[src/rtl/mul_seq.sv]
// mul_seq: iterative shift-add multiplier for MUL / UMULL / SMULL.
// One partial-product step per cycle; fixed latency independent of data.
// SMULL runs on operand magnitudes and fixes the sign in a single extra cycle.
module mul_seq #(
    parameter int WIDTH = 32,
    parameter int CNTW  = 5
) (
    input  logic             clk,
    input  logic             reset,
    input  logic             start,
    input  logic [1:0]       MulOp,
    input  logic [WIDTH-1:0] SrcA,
    input  logic [WIDTH-1:0] SrcB,
    input  logic             flush,
    output logic             busy,
    output logic             Stall,
    output logic             done,
    output logic [WIDTH-1:0] ResultLo,
    output logic [WIDTH-1:0] ResultHi
);

    localparam logic [1:0] S_IDLE = 2'd0;
    localparam logic [1:0] S_CALC = 2'd1;
    localparam logic [1:0] S_FIX  = 2'd2;
    localparam logic [1:0] S_DONE = 2'd3;

    localparam logic [1:0] OP_MUL   = 2'b00;
    localparam logic [1:0] OP_SMULL = 2'b10;
    localparam logic [1:0] OP_RSV   = 2'b11;

    localparam logic [CNTW-1:0] CNT_LAST = CNTW'(WIDTH - 1);
    localparam logic [CNTW-1:0] CNT_ONE  = CNTW'(1);

    // Unsigned magnitude of a two's-complement word; -2^(W-1) maps to 2^(W-1).
    function automatic logic [WIDTH-1:0] mag(input logic [WIDTH-1:0] x);
        logic [WIDTH-1:0] r;
        if (x[WIDTH-1]) begin
            r = ~x + {{(WIDTH-1){1'b0}}, 1'b1};
        end else begin
            r = x;
        end
        return r;
    endfunction

    // Two's-complement negation over the full double-width product.
    function automatic logic [2*WIDTH-1:0] neg2w(input logic [2*WIDTH-1:0] x);
        return ~x + {{(2*WIDTH-1){1'b0}}, 1'b1};
    endfunction

    logic [1:0]       state_q,  state_d;
    logic [CNTW-1:0]  cnt_q,    cnt_d;
    logic [1:0]       op_q,     op_d;
    logic             neg_q,    neg_d;
    logic [WIDTH-1:0] mcand_q,  mcand_d;
    logic [WIDTH-1:0] hi_q,     hi_d;
    logic [WIDTH-1:0] lo_q,     lo_d;
    logic [WIDTH-1:0] res_lo_q, res_lo_d;
    logic [WIDTH-1:0] res_hi_q, res_hi_d;
    logic             busy_q,   busy_d;
    logic             done_q,   done_d;

    logic             accept_s;
    logic [WIDTH:0]   sum_s;
    logic [2*WIDTH-1:0] prod_s;
    logic [2*WIDTH-1:0] fixed_s;

    // Datapath helpers: conditional add of the multiplicand and final sign fix.
    always_comb begin
        if (lo_q[0]) begin
            sum_s = {1'b0, hi_q} + {1'b0, mcand_q};
        end else begin
            sum_s = {1'b0, hi_q};
        end
        prod_s = {hi_q, lo_q};
        if (neg_q) begin
            fixed_s = neg2w(prod_s);
        end else begin
            fixed_s = prod_s;
        end
    end

    // A request is taken only when idle or finishing, and never for the reserved op.
    always_comb begin
        if (((state_q == S_IDLE) || (state_q == S_DONE)) && start && (MulOp != OP_RSV)) begin
            accept_s = 1'b1;
        end else begin
            accept_s = 1'b0;
        end
    end

    // Next-state and datapath update for the sequencer.
    always_comb begin
        state_d  = state_q;
        cnt_d    = cnt_q;
        op_d     = op_q;
        neg_d    = neg_q;
        mcand_d  = mcand_q;
        hi_d     = hi_q;
        lo_d     = lo_q;
        res_lo_d = res_lo_q;
        res_hi_d = res_hi_q;
        case (state_q)
            S_IDLE, S_DONE: begin
                if (accept_s) begin
                    state_d = S_CALC;
                    op_d    = MulOp;
                    hi_d    = {WIDTH{1'b0}};
                    cnt_d   = {CNTW{1'b0}};
                    if (MulOp == OP_SMULL) begin
                        mcand_d = mag(SrcA);
                        lo_d    = mag(SrcB);
                        neg_d   = SrcA[WIDTH-1] ^ SrcB[WIDTH-1];
                    end else begin
                        mcand_d = SrcA;
                        lo_d    = SrcB;
                        neg_d   = 1'b0;
                    end
                end else begin
                    state_d = S_IDLE;
                end
            end
            S_CALC: begin
                if (flush) begin
                    state_d = S_IDLE;
                end else begin
                    // Shift {carry, hi, lo} right by one; lo[0] has been consumed.
                    hi_d  = sum_s[WIDTH:1];
                    lo_d  = {sum_s[0], lo_q[WIDTH-1:1]};
                    cnt_d = cnt_q + CNT_ONE;
                    if (cnt_q == CNT_LAST) begin
                        state_d = S_FIX;
                    end else begin
                        state_d = S_CALC;
                    end
                end
            end
            S_FIX: begin
                if (flush) begin
                    state_d = S_IDLE;
                end else begin
                    // Result registers load as DONE is entered so they line up with done.
                    hi_d     = fixed_s[2*WIDTH-1:WIDTH];
                    lo_d     = fixed_s[WIDTH-1:0];
                    res_lo_d = fixed_s[WIDTH-1:0];
                    if (op_q == OP_MUL) begin
                        res_hi_d = {WIDTH{1'b0}};
                    end else begin
                        res_hi_d = fixed_s[2*WIDTH-1:WIDTH];
                    end
                    state_d = S_DONE;
                end
            end
            default: begin
                state_d = S_IDLE;
            end
        endcase
    end

    // Status flags are decoded from the next state so they track the state register exactly.
    always_comb begin
        if ((state_d == S_CALC) || (state_d == S_FIX)) begin
            busy_d = 1'b1;
        end else begin
            busy_d = 1'b0;
        end
        if (state_d == S_DONE) begin
            done_d = 1'b1;
        end else begin
            done_d = 1'b0;
        end
    end

    // State, accumulators and registered outputs.
    always_ff @(posedge clk or negedge reset) begin
        if (!reset) begin
            state_q  <= S_IDLE;
            cnt_q    <= {CNTW{1'b0}};
            op_q     <= 2'b00;
            neg_q    <= 1'b0;
            mcand_q  <= {WIDTH{1'b0}};
            hi_q     <= {WIDTH{1'b0}};
            lo_q     <= {WIDTH{1'b0}};
            res_lo_q <= {WIDTH{1'b0}};
            res_hi_q <= {WIDTH{1'b0}};
            busy_q   <= 1'b0;
            done_q   <= 1'b0;
        end else begin
            state_q  <= state_d;
            cnt_q    <= cnt_d;
            op_q     <= op_d;
            neg_q    <= neg_d;
            mcand_q  <= mcand_d;
            hi_q     <= hi_d;
            lo_q     <= lo_d;
            res_lo_q <= res_lo_d;
            res_hi_q <= res_hi_d;
            busy_q   <= busy_d;
            done_q   <= done_d;
        end
    end

    assign busy     = busy_q;
    assign done     = done_q;
    assign Stall    = busy_q | accept_s;
    assign ResultLo = res_lo_q;
    assign ResultHi = res_hi_q;

endmodule

[config.mk]
export PLATFORM = sky130hd
export DESIGN_NAME = mul_seq
export DESIGN_NICKNAME = d
export VERILOG_FILES = /design/src/rtl/mul_seq.sv
export SDC_FILE = /design/constraint.sdc
export NUM_CORES = 1
export LEC_CHECK = 0
export ABC_AREA = 0
export BUFFER_PORTS_ARGS = -buffer_cell sky130_fd_sc_hd__buf_4
export CORE_ASPECT_RATIO = 0.7
export CORE_MARGIN = 3
export CORE_UTILIZATION = 35
export CTS_CLUSTER_SIZE = 24
export DETAILED_ROUTE_END_ITERATION = 12
export GPL_TIMING_DRIVEN = 0
export SKIP_CTS_REPAIR_TIMING = 1
export SLEW_MARGIN = 25
export SYNTH_ARGS = -nofsm -noshare
export SYNTH_HDL_FRONTEND = slang
export SYNTH_SLANG_ARGS = --single-unit
[constraint.sdc]
create_clock -name clk -period 3.6 [get_ports clk]
set_clock_uncertainty 0.05 [all_clocks]
set_input_delay 0.72 -clock clk [delete_from_list [all_inputs] [get_ports clk]]
set_output_delay 0.72 -clock clk [all_outputs]
set_load 0.005 [all_outputs]
Word-level counts from Yosys, hierarchy flattened
Cells that the tools add are included.
{"block": "word_totals", "register_bits": 172, "elab_cells": 73, "out_inout_bits": 67, "input_bits": 70}
{"block": "classes", "n_eq_ne": 12, "n_reduce_logical": 12, "mux": 27, "addsub": 5, "bitwise_logic": 6}
{"cell": "2-to-1 mux 32 bit", "n": 11}
{"cell": "one-hot mux 32 bit (3 select lines)", "n": 2}
{"cell": "adder 32 x 1 -> 32 bit, second input constant", "n": 2}
{"cell": "adder 64 x 1 -> 64 bit, second input constant", "n": 1}
{"cell": "2-to-1 mux 64 bit", "n": 1}
{"cell": "NOT 32 bit", "n": 2}
{"cell": "NOT 64 bit", "n": 1}
{"cell": "adder 32 x 32 -> 33 bit", "n": 1}
{"cell": "2-to-1 mux 33 bit", "n": 1}
{"cell": "equality test 2 bit, second input constant", "n": 5}
{"cell": "2-to-1 mux 5 bit", "n": 2}
{"cell": "one-hot mux 5 bit (2 select lines)", "n": 1}
{"cell": "inequality test 2 bit, second input constant", "n": 4}
{"cell": "2-to-1 mux 2 bit", "n": 3}
{"cell": "one-hot mux 2 bit (3 select lines)", "n": 1}
{"cell": "AND reduction 3 bit", "n": 2}
{"cell": "adder 5 x 1 -> 5 bit, second input constant", "n": 1}
{"cell": "equality test 5 bit, second input constant", "n": 1}
{"cell": "2-to-1 mux 1 bit", "n": 5}
{"cell": "equality test 2 x 1 -> 1 bit, second input constant", "n": 2}
{"cell": "logical NOT 2 bit", "n": 2}
{"cell": "AND reduction 2 bit", "n": 2}
{"cell": "logical AND 1 bit", "n": 2}
{"cell": "logical OR 1 bit", "n": 2}
{"cell": "other kinds (5)", "n": 5}

Depth between registers and ports, before layout
Gate-level depths: netlist (run 1).
{"block": "logic_depth", "ltp_word": 10, "mapped_depth": 12, "depth_no_buf": 12}

Worst setup path after synthesis (run 1)
OpenSTA, ideal clock, no wires.
{"block": "synth_path", "kind": "register to register", "startpoint": "reg lo_q[8]", "endpoint": "reg hi_q[7]", "setup_time_ns": 0.126, "arrival_time_ns": 3.132, "required_time_ns": 3.424, "period_less_slack_ns": 3.308, "n_path_buf": 1, "stages_incl_launch_ff": 11, "slack_ns": 0.292, "path_cell_list": "dfrtp_1 > buf_6 > or3_1 > or4_4 > or2_1 > or4_4 > or4_4 > o21ai_1 > xor2_1 > o21ai_0 > a311o_1"}
{"block": "synth_between", "elab_chain_cells": 5}
{"element": "from (decl)", "line": "56", "source": "logic [WIDTH-1:0] lo_q, lo_d;"}
{"element": "from (signal assigned)", "line": "182", "source": "lo_q <= {WIDTH{1'b0}};"}
{"element": "from (signal assigned)", "line": "194", "source": "lo_q <= lo_d;"}
{"element": "NOT 64 bit", "line": "47", "source": "return ~x + {{(2*WIDTH-1){1'b0}}, 1'b1};"}
{"element": "adder 64 x 1 -> 64 bit", "line": "47"}
{"element": "2-to-1 mux 64 bit", "line": "75", "source": "if (neg_q) begin"}
{"element": "2-to-1 mux 32 bit", "line": "138", "source": "if (flush) begin"}
{"element": "one-hot mux 32 bit (3 select lines)", "line": "102", "source": "case (state_q)"}
{"element": "to (signal assigned)", "line": "181", "source": "hi_q <= {WIDTH{1'b0}};"}
{"element": "to (signal assigned)", "line": "193", "source": "hi_q <= hi_d;"}
{"element": "to (decl)", "line": "55", "source": "logic [WIDTH-1:0] hi_q, hi_d;"}
No other way between the ends. The select of a mux whose other input is x is not followed.
A chain may end at the register's enable or synchronous reset.

Worst setup path in the final report (run 1)
Ends and elaborated chain as after synthesis.

==> out/qor.csv, run 1 <==
stage,metric,value,unit
place,Final GP Congestion,0.941,
setup_path,CP Class,register to register,
synthesis,predominant post-synthesis flop cell,dfrtp_1,
cells_and_area,Nets,1755,
hold_path,min-delay worst type,input pin to asynchronous set/reset pin,
setup_path,CP dominant cell by count,or4_4,
flow_run,max-cap viol count,0,
timing,RSZ-0062 raised after global routing,yes,
routing,drt pass-1 iters,6,
clock_network,root buf cell,clkbuf_16,
synthesis,Post-synth EDFFs,0,
synthesis,Yosys cell types,64,
pwr,sw frac,38.8,%
pwr,total power,6.73,mW
run_status,outcome,finished with violations,
synthesis,Synth Area in Compound Gates,24.3,%
routing,Iteration-0 DRC Markers,1631,
synthesis,sequential-to-total area share from yosys stat,35.9,%
run_status,failing checks,setup timing,
pwr,worst vdd ir,0.407,mV
synthesis,Post-Syn Nets,1588,
setup_path,Worst Reg-to-Reg Cells,11,
synthesis,synth top area cells,"dfrtp_1 36%, o21ai_0 8.1%, nand2_1 7.3%, xnor2_1 5.5%, xor2_1 5.0%",
timing,Final Hold Viols,0,
routing,via count,12400,
synthesis,post-synthesis mux area share,1.90,%
timing,Max Slew Vio Count,0,
grt,initial antenna violation count,2,
floorplan,Die H,161,µm
routing,WL per Instance,21.7,µm
synthesis,top-count cell post-synth,nand2_1,
setup_path,worst endpoint required time,3.90,ns
timing,Period minus WS final,3.63,ns
timing,Least-Margin Pin Slew,1.07,ns
synthesis,largest family of logic cells by synthesized area,compound AO/OA/AOI/OAI gates,
floorplan,Initial Util,35.7,%
timing,final-report setup violation count,1,
pwr,combinational power share,35.1,%
floorplan,die width,227,µm
setup_path,Max stage delay on crit path,0.53,ns
place,Final HPWL DP,34.6,mm
synthesis,Post-Synthesis Cells,1477,
pwr,Clock Power Share,29.1,%
floorplan,core area,0.0336,mm²
routing,met3 wire len,5.24,mm
timing,period utilisation layout,101,%
clock_network,CTS tree,yes,
synthesis,Synth Area in Adders,4.34,%
cells_and_area,share of layout cells above drive strength 1,14.1,%
pwr,Cell Pwr Density,462,mW/mm²
synthesis,Synth Area in Simple Gates,19.2,%
clock_network,CTS Buf Count,17,
setup_path,top cell family by delay on the critical path,simple AND/OR/NAND/NOR gates,
synthesis,Mapped Area,0.0120,mm²
synthesis,Yosys top cell by area,dfrtp_1,
clock_network,CTS sink count,172,
setup_path,startpoint types,register,
timing,hold slack,0.107,ns
floorplan,DIE AREA,0.0366,mm²
timing,worst rel slew slack,28.5,%
floorplan,num ports,137,
clock_network,clock-pin slew on the worst setup and hold paths,0.07,ns
routing,number of routed nets with antenna violations,0,
routing,Vias/cell,5.91,
synthesis,Yosys warning total,0,
grt,vias in the first global route,11500,
routing,met2 WL,18.0,mm
grt,Total Routing Usage GR,24.4,%
pwr,Reg power frac,35.9,%
setup_path,Crit. End Element,register,
pwr,P_int,4.12,mW
clock_network,worst-skew pair later-pin latency,0.46,ns
setup_path,crit path DAT,3.93,ns
routing,Met1 Wirelength,21.3,mm
pwr,sw power,2.61,mW
routing,number of remaining DRC errors,0,
setup_path,WP depth,11,
grt,first-pass GRT wire length,68.1,mm
cells_and_area,Util after Layout,43.3,%
setup_path,Crit Path Max Fanout,6,
synthesis,area fraction of the dominant cell type after synthesis,35.9,%
synthesis,ys async rst share,100,%
setup_path,"Cell Chain, Critical Path",buf_6 -> or3_4 -> or4_4 -> or2_1 -> or4_4 -> or4_4 -> buf_12 -> o21ai_4 -> xor2_2 -> o21ai_1 -> a311o_1,
grt,largest net degree at the start of global routing,65,
synthesis,#FFs+latches synth,172,
cells_and_area,fillers,3432,
pwr,Leak Pwr,6.27,nW
place,I/O Buffers,136,
timing,Final WS setup,-0.0323,ns
setup_path,buffers plus inverters on the worst setup path,2,
cells_and_area,area added between synthesis and finish,21.3,%
synthesis,Syn Area/Cell,8.13,µm²
routing,Highest Signal Layer,met5,
timing,Fmax,275,MHz
clock_network,Longest Clk Path Bufs,2,
synthesis,XOR/XNOR Fraction of Synth Area,10.4,%
setup_path,slowest cell on the critical path,or4_4,
synthesis,synth cell count leaders,"232 x nand2_1, 195 x o21ai_0, 172 x dfrtp_1, 97 x nor2_1",
clock_network,H-Tree Level Count,4,
grt,grt total ovfl,0,
floorplan,row count,56,
routing,final WL,45.5,mm
## cells in the final DEF (no fill, tap or decap), types with 6 or more instances in the layout
cell type,Yosys,layout
dfrtp_1,172,171
a222oi_1,14,14
and3_1,6,6
or4_1,8,8
nor3_1,51,49
a21o_1,19,19
o221ai_1,9,9
nand4_1,9,9
nand2_1,232,232
nand3_1,16,14
a211oi_1,10,10
mux2_2,6,6
o21ai_1,6,7
a22oi_1,14,14
or3_1,19,17
a221oi_1,14,14
o21bai_1,8,8
o211ai_1,7,7
nor4_1,18,13
clkbuf_1,85,83
or2_2,6,6
xnor2_1,75,71
inv_1,29,29
nand2b_1,22,21
o22ai_1,6,6
o41ai_1,7,7
o21a_1,6,6
a31oi_1,8,8
xor2_1,68,66
ha_1,40,40
buf_4,0,146
clkbuf_16,0,17
a21oi_1,85,85
o21ai_0,195,193
nor2_1,97,96
mux2i_1,16,16
o31ai_1,31,26
## worst paths after layout
path	start	end	slack (ns)
max	lo_q[8]$_DFFE_PN0P_	hi_q[7]$_DFFE_PN0P_	-0.03
min	reset	mcand_q[9]$_DFFE_PN0P_	0.11
max reg2reg	lo_q[8]$_DFFE_PN0P_	hi_q[7]$_DFFE_PN0P_	-0.03
min reg2reg	ResultLo[10]$_DFFE_PN0P_	ResultLo[10]$_DFFE_PN0P_	0.43
max in group asynchronous	reset	lo_q[3]$_DFFE_PN0P_	2.68
min in group clk	ResultLo[10]$_DFFE_PN0P_	ResultLo[10]$_DFFE_PN0P_	0.43
## through the flow
stage	setup slack (ns)	area (µm²)	TNS, ns	cells
after detailed placement	-0.620	13600	-11.17	2050
after global placement	-0.577	13600	-9.84	2048
after global routing	-0.112	14600	-0.363	2092
after floorplan	0.292	12000	0	1477
after CTS	-0.651	14200	-12.22	2082
final	-0.0323	14600	-0.0323	2093
## flip-flops by register name (all words and copies together), names as in the netlist
name and count:
lo_q 32, neg_q 1, mcand_q 32, ResultHi 32
cnt_q 5, ResultLo 32, state_q 2, op_q 2
busy 1, done 1, hi_q 32
## cell type report
type | count | area [µm²] | area share [%]
Antenna cell | 1 | 2.50 | 0.0172
Buffer | 89 | 345 | 2.37
Clock buffer | 21 | 460 | 3.16
Clock inverter | 11 | 143 | 0.979
Inverter | 32 | 124 | 0.851
Multi-Input combinational cell | 1182 | 7450 | 51.2
Sequential cell | 172 | 4310 | 29.6
Tap cell | 435 | 544 | 3.74
Timing Repair Buffer | 150 | 1190 | 8.14
## cells by family after synthesis
kind of cell	after synthesis
buffers and inverters	123
DFF	172
muxes	22
and+or+nand+nor	508
AOI/OAI and AO/OA	468
adders and majority gates	41
xor gates and xnor gates	143
## power groups by stage
stage                     Sequential [mW]  Clock, mW  Combinational (mW)
after floorplan                      2.35          0                1.44
final                                2.41       1.96                2.36
after detailed placement             2.43          0                2.17
after global placement               2.43          0                2.13
after CTS                            2.40       1.99                2.18
after global routing                 2.45       2.06                2.55
## per-layer routing
layer	up-vias	GRT usage [%]
li1	5654	-
met1	5952	37.0
met2	677	32.2
met3	76	8.70
met4	4	6.53
met5	-	0
(Power assumes the default switching activity.)
==> run 2, diff against run 1 <==
Settings changed: GPL_TIMING_DRIVEN 0 to default.
==> run 2 against run 1 <==
The run now ends clean. Utilization shrank 0.74 points. Via count shrank 4.3%. Global-route usage decreased by 2.5 points. Total power down 3.8%. Non-clock buffer count is 39 lower. Combinational power is 7% lower. Maximum frequency rose by 4.0%. Sequential cell count is the same. Sequential share of layout area up 0.51 points. First-iteration DRC count down 12%. Final cell count decreased by 1.9%. Clock power is 7% lower.
==> out/qor.csv, run 2 (synthesized netlist as in run 1, its figures left out) <==
stage,metric,value,unit,change
run_status,outcome,finished clean,,
cells_and_area,share of layout cells above drive strength 1,15.8,%,+1.8 points
grt,grt total ovfl,0,,unchanged
routing,final WL,40.7,mm,-11%
place,I/O Buffers,136,,unchanged
clock_network,worst-skew pair later-pin latency,0.45,ns,about the same
floorplan,DIE AREA,0.0366,mm²,unchanged
pwr,total power,6.48,mW,-3.8%
cells_and_area,"commonest non-fill, non-tap cell in the layout",nand2_1,,
pwr,sw power,2.50,mW,-4.2%
pwr,P_int,3.97,mW,-3.6%
floorplan,Die H,161,µm,unchanged
cells_and_area,most frequent cells in the layout,"231 x nand2_1, 197 x buf_4, 194 x o21ai_0, 172 x dfrtp_1, 97 x nor2_1",,
floorplan,num ports,137,,unchanged
hold_path,min-delay worst type,input pin to asynchronous set/reset pin,,
cells_and_area,fillers,3414,,-0.52%
setup_path,worst endpoint required time,3.88,ns,-0.02 ns
routing,Vias/cell,5.76,,-2.4%
setup_path,Crit. End Element,register,,
pwr,sw frac,38.7,%,-0.15 points
floorplan,Initial Util,35.7,%,unchanged
grt,largest net degree at the start of global routing,88,,+35%
grt,initial antenna violation count,1,,-1
pwr,Leak Pwr,6.33,nW,+0.86%
place,Final GP Congestion,0.911,,-3.2%
clock_network,CTS Buf Count,17,,unchanged
pwr,Reg power frac,37.8,%,+1.9 points
grt,first-pass GRT wire length,62.8,mm,-7.8%
setup_path,startpoint types,register,,
clock_network,clock-pin slew on the worst setup and hold paths,0.07,ns,about the same
floorplan,die width,227,µm,unchanged
grt,vias in the first global route,11100,,-3.6%
routing,WL per Instance,19.8,µm,-8.8%
setup_path,crit path DAT,3.77,ns,-0.16 ns
timing,Max Slew Vio Count,0,,unchanged
timing,period utilisation layout,97.0,%,-3.9 points
pwr,Clock Power Share,28.3,%,-0.8 points
routing,drt pass-1 iters,6,,unchanged
timing,Least-Margin Pin Slew,0.940,ns,-0.132 ns
routing,Iteration-0 DRC Markers,1441,,-12%
place,Final HPWL DP,30.6,mm,-12%
cells_and_area,diode count,0,,-1
cells_and_area,area added between synthesis and finish,19.2,%,
grt,Total Routing Usage GR,21.9,%,-2.5 points
floorplan,core area,0.0336,mm²,unchanged
place,Post-Place Cell Area,0.0137,mm²,+0.83%
timing,Fmax,286,MHz,+4.0%
flow_run,max-cap viol count,0,,unchanged
timing,hold slack,0.231,ns,+0.123 ns
timing,Fin Setup TNS,0,ns,+0.0323 ns
pwr,Cell Pwr Density,452,mW/mm²,-2.1%
setup_path,CP Class,register to register,,
clock_network,CTS sink count,172,,unchanged
timing,Period minus WS final,3.49,ns,-0.139 ns
cells_and_area,Nets,1716,,-2.2%
floorplan,row count,56,,unchanged
pwr,combinational power share,33.9,%,-1.2 points
timing,worst rel slew slack,37.1,%,+8.6 points
pwr,worst vdd ir,0.344,mV,-15%
timing,RSZ-0062 raised after global routing,no,,
routing,number of remaining DRC errors,0,,unchanged
setup_path,Crit Path Max Fanout,6,,unchanged
routing,via count,11800,,-4.3%
cells_and_area,post-route design area,0.0143,mm²,-1.7%
clock_network,Longest Clk Path Bufs,2,,unchanged
timing,final-report setup violation count,0,,-1
routing,number of routed nets with antenna violations,0,,unchanged
clock_network,root buf cell,clkbuf_16,,
timing,Final Hold Viols,0,,unchanged
clock_network,CTS tree,yes,,
clock_network,H-Tree Level Count,4,,unchanged
-- run 2: stage by stage --
step,util (%),setup slack (ns),cells
2_1_floorplan,-,0.292,1477
3_3_place_gp,40.9,0.161,2021
3_5_place_dp,40.9,0.102,2021
4_1_cts,42.5,0.0910,2053
5_1_grt,42.6,0.000747,2053
6_report,42.6,0.106,2053
-- run 2: critical path, stage by stage, from the launching register on --
cell	delay [ns]
dfrtp_1	0.43
or3_1	0.40
or4_4	0.56
or2_1	0.27
or4_4	0.45
or4_4	0.48
o21ai_1	0.18
xor2_1	0.19
o21ai_0	0.09
a311o_1	0.29
-- run 2: power by group through the flow --
stage	Clock, mW	Combinational (mW)	Sequential [mW]
after CTS	1.86	2.15	2.44
after global routing	1.94	2.41	2.48
after global placement	0	2.12	2.47
final	1.83	2.20	2.45
after detailed placement	0	2.14	2.48
after floorplan	0	1.44	2.35
-- run 2: final timing paths --
path | startpoint | depth (start not counted) | end | slack, ns
max reg2reg | lo_q[3]$_DFFE_PN0P_ | 9 | hi_q[7]$_DFFE_PN0P_ | 0.11
max | lo_q[3]$_DFFE_PN0P_ | 9 | hi_q[7]$_DFFE_PN0P_ | 0.11
max in group asynchronous | reset | 2 | lo_q[1]$_DFFE_PN0P_ | 2.45
min in group clk | ResultLo[15]$_DFFE_PN0P_ | 2 | ResultLo[15]$_DFFE_PN0P_ | 0.43
min reg2reg | ResultLo[15]$_DFFE_PN0P_ | 2 | ResultLo[15]$_DFFE_PN0P_ | 0.43
min | reset | 1 | ResultHi[13]$_DFFE_PN0P_ | 0.23
-- run 2: area by class of cell --
| class | instances | area, µm² | share of cell area, % |
|---|---|---|---|
| clock buffers | 19 | 443 | 3.09 |
| clock inverters | 13 | 116 | 0.813 |
| inverters | 32 | 120 | 0.839 |
| multi-input cells | 1182 | 7260 | 50.7 |
| flip-flops and latches | 172 | 4300 | 30.1 |
| well taps | 435 | 544 | 3.80 |
| repair buffers | 200 | 1530 | 10.7 |
-- run 2: routing by layer --
layer  global-route usage, %  part of all wire, %  up-vias
met5                       0                    0        -
li1                        -                    -     5586
met1                    34.2                   49     5686
met3                    4.97                  8.1       67
met4                    6.50                  2.4        0
met2                    29.5                   40      496
